**config.mk**
```make
export PLATFORM = sky130hd
export DESIGN_NAME = conv_tile_sequencer
export DESIGN_NICKNAME = d
export VERILOG_FILES = /design/src/rtl/conv_tile_sequencer.sv
export SDC_FILE = /design/constraint.sdc
export NUM_CORES = 1
export LEC_CHECK = 0
export ABC_AREA = 1
export BUFFER_PORTS_ARGS = -buffer_cell sky130_fd_sc_hd__buf_2
export CORE_AREA = 2 2 224 226
export CTS_CLUSTER_SIZE = 24
export DETAILED_ROUTE_END_ITERATION = 6
export DIE_AREA = 0 0 226 228
export PLACE_DENSITY = 0.73
export SKIP_LAST_GASP = 1
export SLEW_MARGIN = 20
export SYNTH_ARGS = -nofsm -noshare
export SYNTH_HDL_FRONTEND = slang
export SYNTH_SLANG_ARGS = --single-unit
```
**constraint.sdc**
```tcl
create_clock -name clk -period 6.8 [get_ports clk]
set_input_delay 0.34 -clock clk [delete_from_list [all_inputs] [get_ports clk]]
set_output_delay 0.34 -clock clk [all_outputs]
set_load 0.1 [all_outputs]
```
**src/rtl/conv_tile_sequencer.sv**
```systemverilog
// Operand/result sequencer for a 3x3-kernel, 4x4-tile convolution datapath.
// Optional weight retention between frames is enabled by defining CNN_SEQ_KEEP_WEIGHTS_EN.
module conv_tile_sequencer #(
  parameter int DP_LATENCY = 3,
  parameter int OUT_W      = 9
) (
  input  logic                  clk,
  input  logic                  rst_n,
  input  logic                  in_valid,
  output logic                  in_ready,
  input  logic [7:0]            in_data,
  input  logic                  reload_w,
  output logic [71:0]           dp_a,
  output logic [71:0]           dp_b,
  output logic [127:0]          dp_u,
  output logic [127:0]          dp_i,
  input  logic [16*OUT_W-1:0]   dp_y,
  output logic                  out_valid,
  input  logic                  out_ready,
  output logic [OUT_W-1:0]      out_data,
  output logic                  out_last,
  output logic                  busy
);

  typedef enum logic [2:0] {
    S_LOAD_A, S_LOAD_B, S_LOAD_U, S_LOAD_I, S_WAIT, S_CAPTURE, S_DRAIN
  } state_t;

  state_t                state_q, state_d, next_frame;
  logic [4:0]            cnt_q, cnt_d;
  logic [3:0]            lat_q, lat_d;
  logic [71:0]           a_q, b_q;
  logic [127:0]          u_q, i_q;
  logic [16*OUT_W-1:0]   res_q;
  logic                  in_ready_q, out_valid_q, out_last_q, busy_q;

`ifdef CNN_SEQ_KEEP_WEIGHTS_EN
  logic wv_q, reload_q;
  assign next_frame = (wv_q && !reload_q) ? S_LOAD_U : S_LOAD_A;
`else
  logic unused_reload;
  assign unused_reload = reload_w;
  assign next_frame    = S_LOAD_A;
`endif

  always_comb begin
    state_d = state_q;
    cnt_d   = cnt_q;
    lat_d   = lat_q;
    case (state_q)
      S_LOAD_A, S_LOAD_B: begin
        if (in_valid) begin
          if (cnt_q == 5'd8) begin
            cnt_d   = '0;
            state_d = (state_q == S_LOAD_A) ? S_LOAD_B : S_LOAD_U;
          end else begin
            cnt_d = cnt_q + 5'd1;
          end
        end
      end
      S_LOAD_U, S_LOAD_I: begin
        if (in_valid) begin
          if (cnt_q == 5'd15) begin
            cnt_d   = '0;
            state_d = (state_q == S_LOAD_U) ? S_LOAD_I : S_WAIT;
          end else begin
            cnt_d = cnt_q + 5'd1;
          end
        end
      end
      S_WAIT: begin
        if (lat_q == 4'(DP_LATENCY - 1)) begin
          lat_d   = '0;
          state_d = S_CAPTURE;
        end else begin
          lat_d = lat_q + 4'd1;
        end
      end
      S_CAPTURE: begin
        cnt_d   = '0;
        state_d = S_DRAIN;
      end
      S_DRAIN: begin
        if (out_ready) begin
          if (cnt_q == 5'd15) begin
            cnt_d   = '0;
            state_d = next_frame;
          end else begin
            cnt_d = cnt_q + 5'd1;
          end
        end
      end
      default: begin
        cnt_d   = '0;
        lat_d   = '0;
        state_d = S_LOAD_A;
      end
    endcase
  end

  always_ff @(posedge clk) begin
    if (!rst_n) begin
      state_q     <= S_LOAD_A;
      cnt_q       <= '0;
      lat_q       <= '0;
      a_q         <= '0;
      b_q         <= '0;
      u_q         <= '0;
      i_q         <= '0;
      res_q       <= '0;
      in_ready_q  <= 1'b1;
      out_valid_q <= 1'b0;
      out_last_q  <= 1'b0;
      busy_q      <= 1'b0;
`ifdef CNN_SEQ_KEEP_WEIGHTS_EN
      wv_q        <= 1'b0;
      reload_q    <= 1'b0;
`endif
    end else begin
      state_q     <= state_d;
      cnt_q       <= cnt_d;
      lat_q       <= lat_d;
      // Handshake/status outputs are registered from the next state
      in_ready_q  <= (state_d == S_LOAD_A) || (state_d == S_LOAD_B) ||
                     (state_d == S_LOAD_U) || (state_d == S_LOAD_I);
      out_valid_q <= (state_d == S_DRAIN);
      out_last_q  <= (state_d == S_DRAIN) && (cnt_d == 5'd15);
      busy_q      <= (state_d == S_WAIT) || (state_d == S_CAPTURE) || (state_d == S_DRAIN);
      if (in_valid) begin
        case (state_q)
          S_LOAD_A: a_q[{cnt_q, 3'b000} +: 8] <= in_data;
          S_LOAD_B: b_q[{cnt_q, 3'b000} +: 8] <= in_data;
          S_LOAD_U: u_q[{cnt_q, 3'b000} +: 8] <= in_data;
          S_LOAD_I: i_q[{cnt_q, 3'b000} +: 8] <= in_data;
          default: ;
        endcase
      end
      if (state_q == S_CAPTURE) res_q <= dp_y;
`ifdef CNN_SEQ_KEEP_WEIGHTS_EN
      if (state_q == S_LOAD_B && in_valid && cnt_q == 5'd8) wv_q <= 1'b1;
      // A frame that starts at LOAD_A reloads the weights anyway, so it retires the request
      if (state_d == S_LOAD_A && state_q != S_LOAD_A) reload_q <= 1'b0;
      else if (reload_w)                              reload_q <= 1'b1;
`endif
    end
  end

  assign in_ready  = in_ready_q;
  assign out_valid = out_valid_q;
  assign out_last  = out_last_q;
  assign busy      = busy_q;
  assign dp_a      = a_q;
  assign dp_b      = b_q;
  assign dp_u      = u_q;
  assign dp_i      = i_q;
  assign out_data  = res_q[cnt_q[3:0]*OUT_W +: OUT_W];

endmodule

```
# [Word-level counts from Yosys, hierarchy flattened]
# Cells that the tools add are included.
[classes] add_sub_neg=3 mul=1 n_eq_ne=16 n_shift=5 n_mux=22 n_reduce_logical=15
[ops] operator="128-bit bitwise mux" count=2
[ops] operator="72-bit bitwise mux" count=2
[ops] operator="144-bit by 9-bit indexed part select with 9-bit output" count=1
[ops] operator="8-bit by 10-bit variable shift with 128-bit output (first input constant)" count=1
[ops] operator="8-bit by 10-bit indexed part select with 128-bit output" count=1
[ops] operator="8-bit by 10-bit variable shift with 72-bit output (first input constant)" count=1
[ops] operator="8-bit by 10-bit indexed part select with 72-bit output" count=1
[ops] operator="5-bit two-way mux" count=5
[ops] operator="3-bit two-way mux" count=8
[ops] operator="5-bit case mux with 4 select lines" count=1
[ops] operator="3-bit == test (second input constant)" count=6
[ops] operator="5-bit by 4-bit == test with 1-bit output (second input constant)" count=3
[ops] operator="3-bit case mux with 5 select lines" count=1
[ops] operator="3-bit by 2-bit == test with 1-bit output (second input constant)" count=4
[ops] operator="8-bit negator with 10-bit output" count=1
[ops] operator="4-bit by 4-bit multiplier with 8-bit output (second input constant)" count=1
[ops] operator="4-bit case mux with 2 select lines" count=1
[ops] operator="2-bit AND reduction" count=4
[ops] operator="3-bit by 1-bit == test with 1-bit output (second input constant)" count=2
[ops] operator="3-bit logical NOT" count=2
[ops] operator="6-bit OR reduction" count=1
[ops] operator="5-bit by 1-bit adder with 5-bit output (second input constant)" count=1
[ops] operator="1-bit logical OR" count=5
[ops] operator="4-bit by 1-bit adder with 4-bit output (second input constant)" count=1
[ops] operator="other kinds (5)" count=6
[totals] regBits=560 elab_cells=74

# [Longest topological paths before layout]
# Gate-level depths: netlist of run 1.
[depth] depth_word=9 ltp_mapped=16

# [Worst setup path before layout of run 1]
# No wires, ideal clock.
[synth_path] path_type="register -> register" from="register cnt_q[0]" to="register i_q[33] (netlist: dp_i[33])" setup_ns=0.113 arrival_time_ns=2.768 required_time_ns=6.687 setup_slack_ns=3.919 stages_incl_launch_ff=16 n_path_buf=5 period_less_slack_ns=2.881 path_cell_list="dfxtp_1 -> buf_2 -> inv_2 -> clkbuf_1 -> clkbuf_1 -> ha_1 -> buf_4 -> nor2_4 -> nand2_1 -> nor2_4 -> nand2_1 -> nor2_2 -> nand2_1 -> buf_2 -> nor2_1 -> nor2_1"
[synth_via] elab_chain_cells=3 elab_cells_between_ends=4
[synth_lines] item="start, declared" line="30" source="logic [4:0] cnt_q, cnt_d;"
[synth_lines] item="start signal, assigned" line="121" source="cnt_q <= cnt_d;"
[synth_lines] item="8-bit negator with 10-bit output (*)" line="134" source="S_LOAD_I: i_q[{cnt_q, 3'b000} +: 8] <= in_data;"
[synth_lines] item="8-bit by 10-bit indexed part select with 128-bit output / 8-bit by 10-bit variable shift with 128-bit output (equally long branches)" line="134"
[synth_lines] item="128-bit bitwise mux (*)" line="134"
[synth_lines] item="end signal, assigned by index" line="134"
[synth_lines] item="end, declared" line="33" source="logic [127:0] u_q, i_q;"
# Every way passes the cells marked *; elsewhere a longest branch is shown, timed or not.
# A chain may end at the register's enable or synchronous reset.

# [Worst setup path in the final report of run 1]
[layout_path] from="register cnt_q[2]" to="register i_q[33] (netlist: dp_i[33])"
# The elaborated chain is that of the path after synthesis.

==> results.yml, run 1 <==
logic_synthesis:
  syn_inst: 3453
  synthDistinctLibCells: 35
  syn_nets: 3620
  ys.warnings.count: 0
  ys_seq_area_frac: 0.475
  synth.avg_cell_area_um2: 6.83
  synth_top_area_frac: 0.475
  ys_ff_latch: 560
  syn_area_mm2: 0.0236
  synth_top_area_cell: "dfxtp_1"
  synth_area_leaders: "dfxtp_1 (48%), nand2_1 (11%), nor2_1 (10%)"
critical_path:
  cp-start-kind: "flip-flop"
  crit_fanout: 26
  cpMostUsedCell: "nand2_1"
  endpoint_kind: "flip-flop"
  cp_top_family: "simple AND/OR/NAND/NOR gates"
  cp_slowest_cell: "dfxtp_1"
  rrSetupSlack_ns: 2.92
  r2r_end: "dp_i[33]"
  slowest_delay_ns: 1.01
  r2r-start: "cnt_q[2]"
  r2r_cells: 10
  cp_data_required_time_ns: 7.34
  crit_type: "reg2reg"
  arrival_ns: 4.42
  path_cells: "nor2_4 > nand3_1 > nand2_1 > inv_2 > nand2_2 > nor2_2 > nand2_1 > nand2_1 > nand2_1 > nor2_1"
  critPathBufInv: 1
sta:
  drv_slew: 0
  maxSlewHeadroom: 0.301
  hold_viol_final: 0
  period_share: 0.570
  rsz0062_at_grt: "no"
  skew_ns: 0.0144
  finalSetupTns_ns: 0
  min_period_ns: 3.88
  tightest_slew_ns: 1.05
  setup_violations: 0
  fmax_mhz: 258
die:
  fp.dieH_um: 228
  io_pins: 570
  fp.dieW_um: 226
  rows: 82
  initial_core_util: 0.478
  die-area_mm2: 0.0515
  core_area_mm2: 0.0493
routing:
  drtAntennaViolNets: 0
  dr_wl_met3_um: 6860
  dr.pass1.iters: 7
  drt_iter0_markers: 1833
  viasPerCell: 5.00
  wl_per_cell_um: 16.9
  wl_met1_um: 32200
  wl_met2_um: 37100
  top_layer_used: "met5"
  drt_wl_total_um: 80200
  vias: 23700
  drc_errors: 6
placement:
  port_buffers: 568
  gp_congestion: 0.891
  dp_hpwl_um: 54300
pwr:
  vdd.ir_drop.worst_uv: 257
  cellPowerDensity_mw_per_mm2: 252
  p_total_mw: 7.50
  p_leak_nw: 14.8
worst_hold_path:
  holdCritPathClass: "in2reg"
  min_from: "dp_y[98]"
  hold_depth: 3
  min_to: "res_q[98]"
clock_tree:
  cts_tree: "done"
  cts_made_buffers: 57
  cts_num_sinks: 560
  clk_latency_ns: 0.62
  cts_htree_levels: 2
  cts_buffer_depth: 3
  cts-root-buf: "clkbuf_16"
  clk_pin_slew_worst_paths_ns: 0.06
cells_and_area:
  area_delta_synth_final_pct: 25.9
  drive_gt1_frac: 0.188
  fin_nets: 4184
run_status:
  status: "finished, violations left"
  violations: "design-rule violations"
grt:
  grt_usage: 0.301
  grt_first_pass_wirelength_um: 122000
  grt_overflow: 0
  grt_pass1_vias: 21500
  antenna_found_initial: 9
  grt_max_degree: 146
run:
  maxCapViolations: 0
## repair_timing
action	4_1_cts	5_1_grt
hold endpoints to repair	92	0
buffers inserted	0	0
gates resized for setup	0	0
hold buffers	92	0
## area by class of cell
type	instances	area, um2
fillers	4580	19600
flip-flops and latches	560	11200
multi-input cells	2196	9720
repair buffers	672	3860
inverters	530	1990
clock buffers	85	1690
well taps	672	841
clock inverters	22	384
diodes	7	17.5
## synthesized netlist by cell type
cell,n
nand2_2,7
buf_1,16
o22ai_1,1
a31oi_1,6
nand4_1,9
buf_6,3
a21oi_1,327
o21ai_1,13
xnor2_1,1
nand3_2,8
nor2_4,11
buf_4,4
xor2_1,1
nand3_1,81
nand2_1,707
nor3_1,2
o21ai_0,338
xor2_2,1
nand3_4,3
inv_1,505
o211ai_1,3
buf_2,32
dfxtp_1,560
o21bai_1,5
nor2_1,630
clkinv_1,1
o31ai_1,1
nor2_2,23
inv_2,24
a211oi_1,1
nor3_2,2
nand4_2,4
nor3_4,1
ha_1,10
clkbuf_1,112
## kinds of logic after synthesis
family,after synthesis,synth area share
buf+inv,697,0.114
compound gates,695,0.149
flops,560,0.475
xor+xnor,3,0.00143
simple gates,1488,0.255
fa+ha+maj,10,0.00530
## worst min-delay path, stage by stage
cell and delay (ns):
buf_2 0.08, o21ai_0 0.07, a21oi_1 0.10
## routing by layer
| layer | global-route usage | vias up |
|---|---|---|
| li1 | - | 11800 |
| met5 | 0 | - |
| met1 | 0.374 | 10700 |
| met3 | 0.0668 | 215 |
| met2 | 0.494 | 1029 |
| met4 | 0.147 | 4 |
## sequential cells by signal, indices dropped and copies added (netlist names)
name / cells
out_last: 1
cnt_q: 5
in_ready: 1
out_valid: 1
dp_i: 128
res_q: 144
dp_u: 128
dp_b: 72
state_q: 3
lat_q: 4
dp_a: 72
busy: 1
## per-stage QoR
stage	area (um2)	std cells	hold slack (ns)	worst slack (ns)	util
after floorplan	23600	3453	0.429	3.92	-
final	29700	4744	0.0243	2.92	0.602
after detailed placement	26700	4538	0.429	3.06	0.541
after global placement	26700	4538	0.425	3.10	0.541
after CTS	29700	4737	0.0000833	3.03	0.602
after global routing	29700	4744	0.0286	2.66	0.602
## power breakdown
group          internal [mW]  total (mW)  switching [mW]  leakage, nW
registers               3.30        3.31          0.0142         4.51
logic                  0.172       0.740           0.568         9.27
clock network           2.10        3.45            1.35         1.02
## placed cells by master, fill, tap and decap left out, types with 8 or more instances in the layout
cell           Yosys  final
buf_4              4     12
o21ai_1           13     13
nand2_1          707    707
dlygate4sd3_1      0     92
inv_1            505    503
nor2_2            23     23
nand3_1           81     80
nor2_4            11     11
a21oi_1          327    327
bufinv_16          0     10
buf_2             32    567
nand3_2            8      8
o21ai_0          338    338
nor2_1           630    630
clkbuf_8           0     16
inv_2             24     25
nand4_1            9      9
clkbuf_1         112     12
ha_1              10     10
clkbuf_16          0     57
dfxtp_1          560    558
## how the worst max path moves through the flow
stage	from	endpoint	slack [ns]	cells past startpoint
after floorplan	cnt_q[0]	dp_i[33]	3.92	15
after global placement	cnt_q[2]	dp_i[38]	3.10	10
after detailed placement	cnt_q[2]	dp_i[38]	3.06	9
after CTS	cnt_q[2]	dp_i[32]	3.03	10
after global routing	cnt_q[2]	dp_i[39]	2.66	10
final	cnt_q[2]	dp_i[33]	2.92	10
No activity file was read; power rests on OpenSTA's default activity.
==> inputs of run 2 (changes only) <==
--- a/config.mk
+++ b/config.mk
@@ -7,11 +7,11 @@
 export LEC_CHECK = 0
 export ABC_AREA = 1
 export BUFFER_PORTS_ARGS = -buffer_cell sky130_fd_sc_hd__buf_2
-export CORE_AREA = 2 2 224 226
+export CORE_AREA = 2 2 219 221
 export CTS_CLUSTER_SIZE = 24
 export DETAILED_ROUTE_END_ITERATION = 6
-export DIE_AREA = 0 0 226 228
-export PLACE_DENSITY = 0.73
+export DIE_AREA = 0 0 221 223
+export PLACE_DENSITY = 0.76
 export SKIP_LAST_GASP = 1
 export SLEW_MARGIN = 20
 export SYNTH_ARGS = -nofsm -noshare
==> constraint.sdc (replaced) <==
create_clock -name clk -period 3.75 [get_ports clk]
set_input_delay 0.1875 -clock clk [delete_from_list [all_inputs] [get_ports clk]]
set_output_delay 0.1875 -clock clk [all_outputs]
set_load 0.1 [all_outputs]
==> run 2 against run 1 <==
  * The run now ends clean
  * Routed wire length up 3.3%
  * Worst setup slack worse by 2.4 ns
  * Sequential power increased by 81%
  * Combinational power is 99% higher
  * Via count is 2.1% higher
  * Sequential cell count did not move
  * Register-to-register slack worse by 2.4 ns
  * Clock skew increased by 0.010 ns
==> results.yml, run 2 (synthesized netlist as in run 1, its figures left out) <==
sta:
  finalSetupTns_ns: 0
  tightest_slew_ns: 1.08
  drv_slew: 0
  maxSlewHeadroom: 0.279
  min_period_ns: 3.18
  rsz0062_at_grt: "no"
  fmax_mhz: 315
  setup_ws_ns: 0.573
  period_share: 0.847
  setup_violations: 0
  skew_ns: 0.0249
  hold_viol_final: 0
cells_and_area:
  area_delta_synth_final_pct: 27.6
  design_area_mm2: 0.0301
  regMostFlops: "res_q"
  largest_reg_flops: 144
  final_common_cell: "nand2_1"
  drive_gt1_frac: 0.183
  final_cell_mix: "nand2_1 (707), nor2_1 (630), dfxtp_1 (558), buf_2 (558), inv_1 (503)"
  stdcell_count: 4732
  finish.utilization: 0.638
  fin_nets: 4241
placement:
  place_area_mm2: 0.0268
  dp_hpwl_um: 54300
  port_buffers: 568
  gp_congestion: 0.919
  dp_worst_setup_slack_ns: 0.682
  dp_cells: 4485
critical_path:
  crit_type: "reg2reg"
  cp-start-kind: "flip-flop"
  crit_fanout: 19
  arrival_ns: 3.69
  cp_data_required_time_ns: 4.26
  endpoint_kind: "flip-flop"
clock_tree:
  clk_pin_slew_worst_paths_ns: 0.06
  cts_htree_levels: 2
  clk_latency_ns: 0.63
  cts_num_sinks: 560
  cts-root-buf: "clkbuf_16"
  cts_buffer_depth: 3
  cts_tree: "done"
  cts_made_buffers: 57
routing:
  drtAntennaViolNets: 0
  drc_errors: 0
  vias: 24200
  dr.pass1.iters: 6
  drt_iter0_markers: 2475
  wl_per_cell_um: 17.5
  drt_wl_total_um: 82900
  viasPerCell: 5.12
grt:
  grt_first_pass_wirelength_um: 127000
  grt_pass1_vias: 22500
  grt_max_degree: 242
  grt_usage: 0.323
  antenna_found_initial: 4
  grt_overflow: 0
pwr:
  cellPowerDensity_mw_per_mm2: 437
  p_leak_nw: 15.0
  vdd.ir_drop.worst_uv: 365
die:
  die-area_mm2: 0.0493
  rows: 80
  fp.dieW_um: 221
  fp.dieH_um: 223
  initial_core_util: 0.501
  io_pins: 570
  core_area_mm2: 0.0471
run_status:
  status: "completed"
run:
  maxCapViolations: 0
worst_hold_path:
  holdCritPathClass: "in2reg"
-- run 2: cell count changes in the layout (fill, tap and decap cells not counted), sizes merged --
cell	before	now
dlygate4sd3	92	145
bufinv	10	4
clkinv	10	5
buf	580	584
diode	7	3
inv	531	533
clkbuf	85	86
-- run 2: stage by stage --
stage                     hold slack [ns]  total power [mW]
after detailed placement            0.429              7.43
after floorplan                     0.332              6.98
after global placement              0.426              7.43
after global routing               0.0984              13.5
after CTS                          0.0159              13.1
final                              0.0427              13.1
-- run 2: timing repair --
item                                   in CTS  in global routing
endpoints found under the hold margin     146                  0
buffers inserted                            0                  0
hold buffers                              145                  0
resized for setup                           0                  0
-- run 2: path summary, 6_finish.rpt --
path,from,to,slack (ns),cells past startpoint
worst max-delay path,cnt_q[0],dp_a[30],0.57,12
worst min-delay path,out_ready,cnt_q[2],0.04,6
worst max register to register,cnt_q[0],dp_a[30],0.57,12
worst min register to register,dp_u[8],dp_u[8],0.44,2
-- run 2: power by group --
part           internal, mW  switching, mW
Clock                  3.27           2.42
Combinational         0.403           1.06
Sequential             5.98         0.0198
-- run 2: layout make-up --
| class | count | area (um2) |
|---|---|---|
| Antenna cell | 3 | 7.51 |
| Clock buffer | 86 | 1630 |
| Clock inverter | 13 | 205 |
| Fill cell | 4117 | 17000 |
| Inverter | 530 | 1990 |
| Multi-Input combinational cell | 2196 | 9700 |
| Sequential cell | 560 | 11200 |
| Tap cell | 615 | 769 |
| Timing Repair Buffer | 729 | 4580 |
-- run 2: metal layers --
metal	wire (um)	global-route usage
met5	11	0
met4	4780	0.171
met3	7510	0.0786
met2	37700	0.521
met1	32900	0.401
-- run 2: worst max-delay path, cell delays in order, from the launching register on --
cell	delay [ns]
dfxtp_2	0.43
inv_2	0.05
ha_1	0.28
inv_1	0.13
nor2_4	0.06
nor2_4	0.37
nand2_2	0.41
nor2_2	0.24
nand2_1	0.18
nor2_2	0.40
inv_1	0.26
nor2_1	0.15
nor2_1	0.07
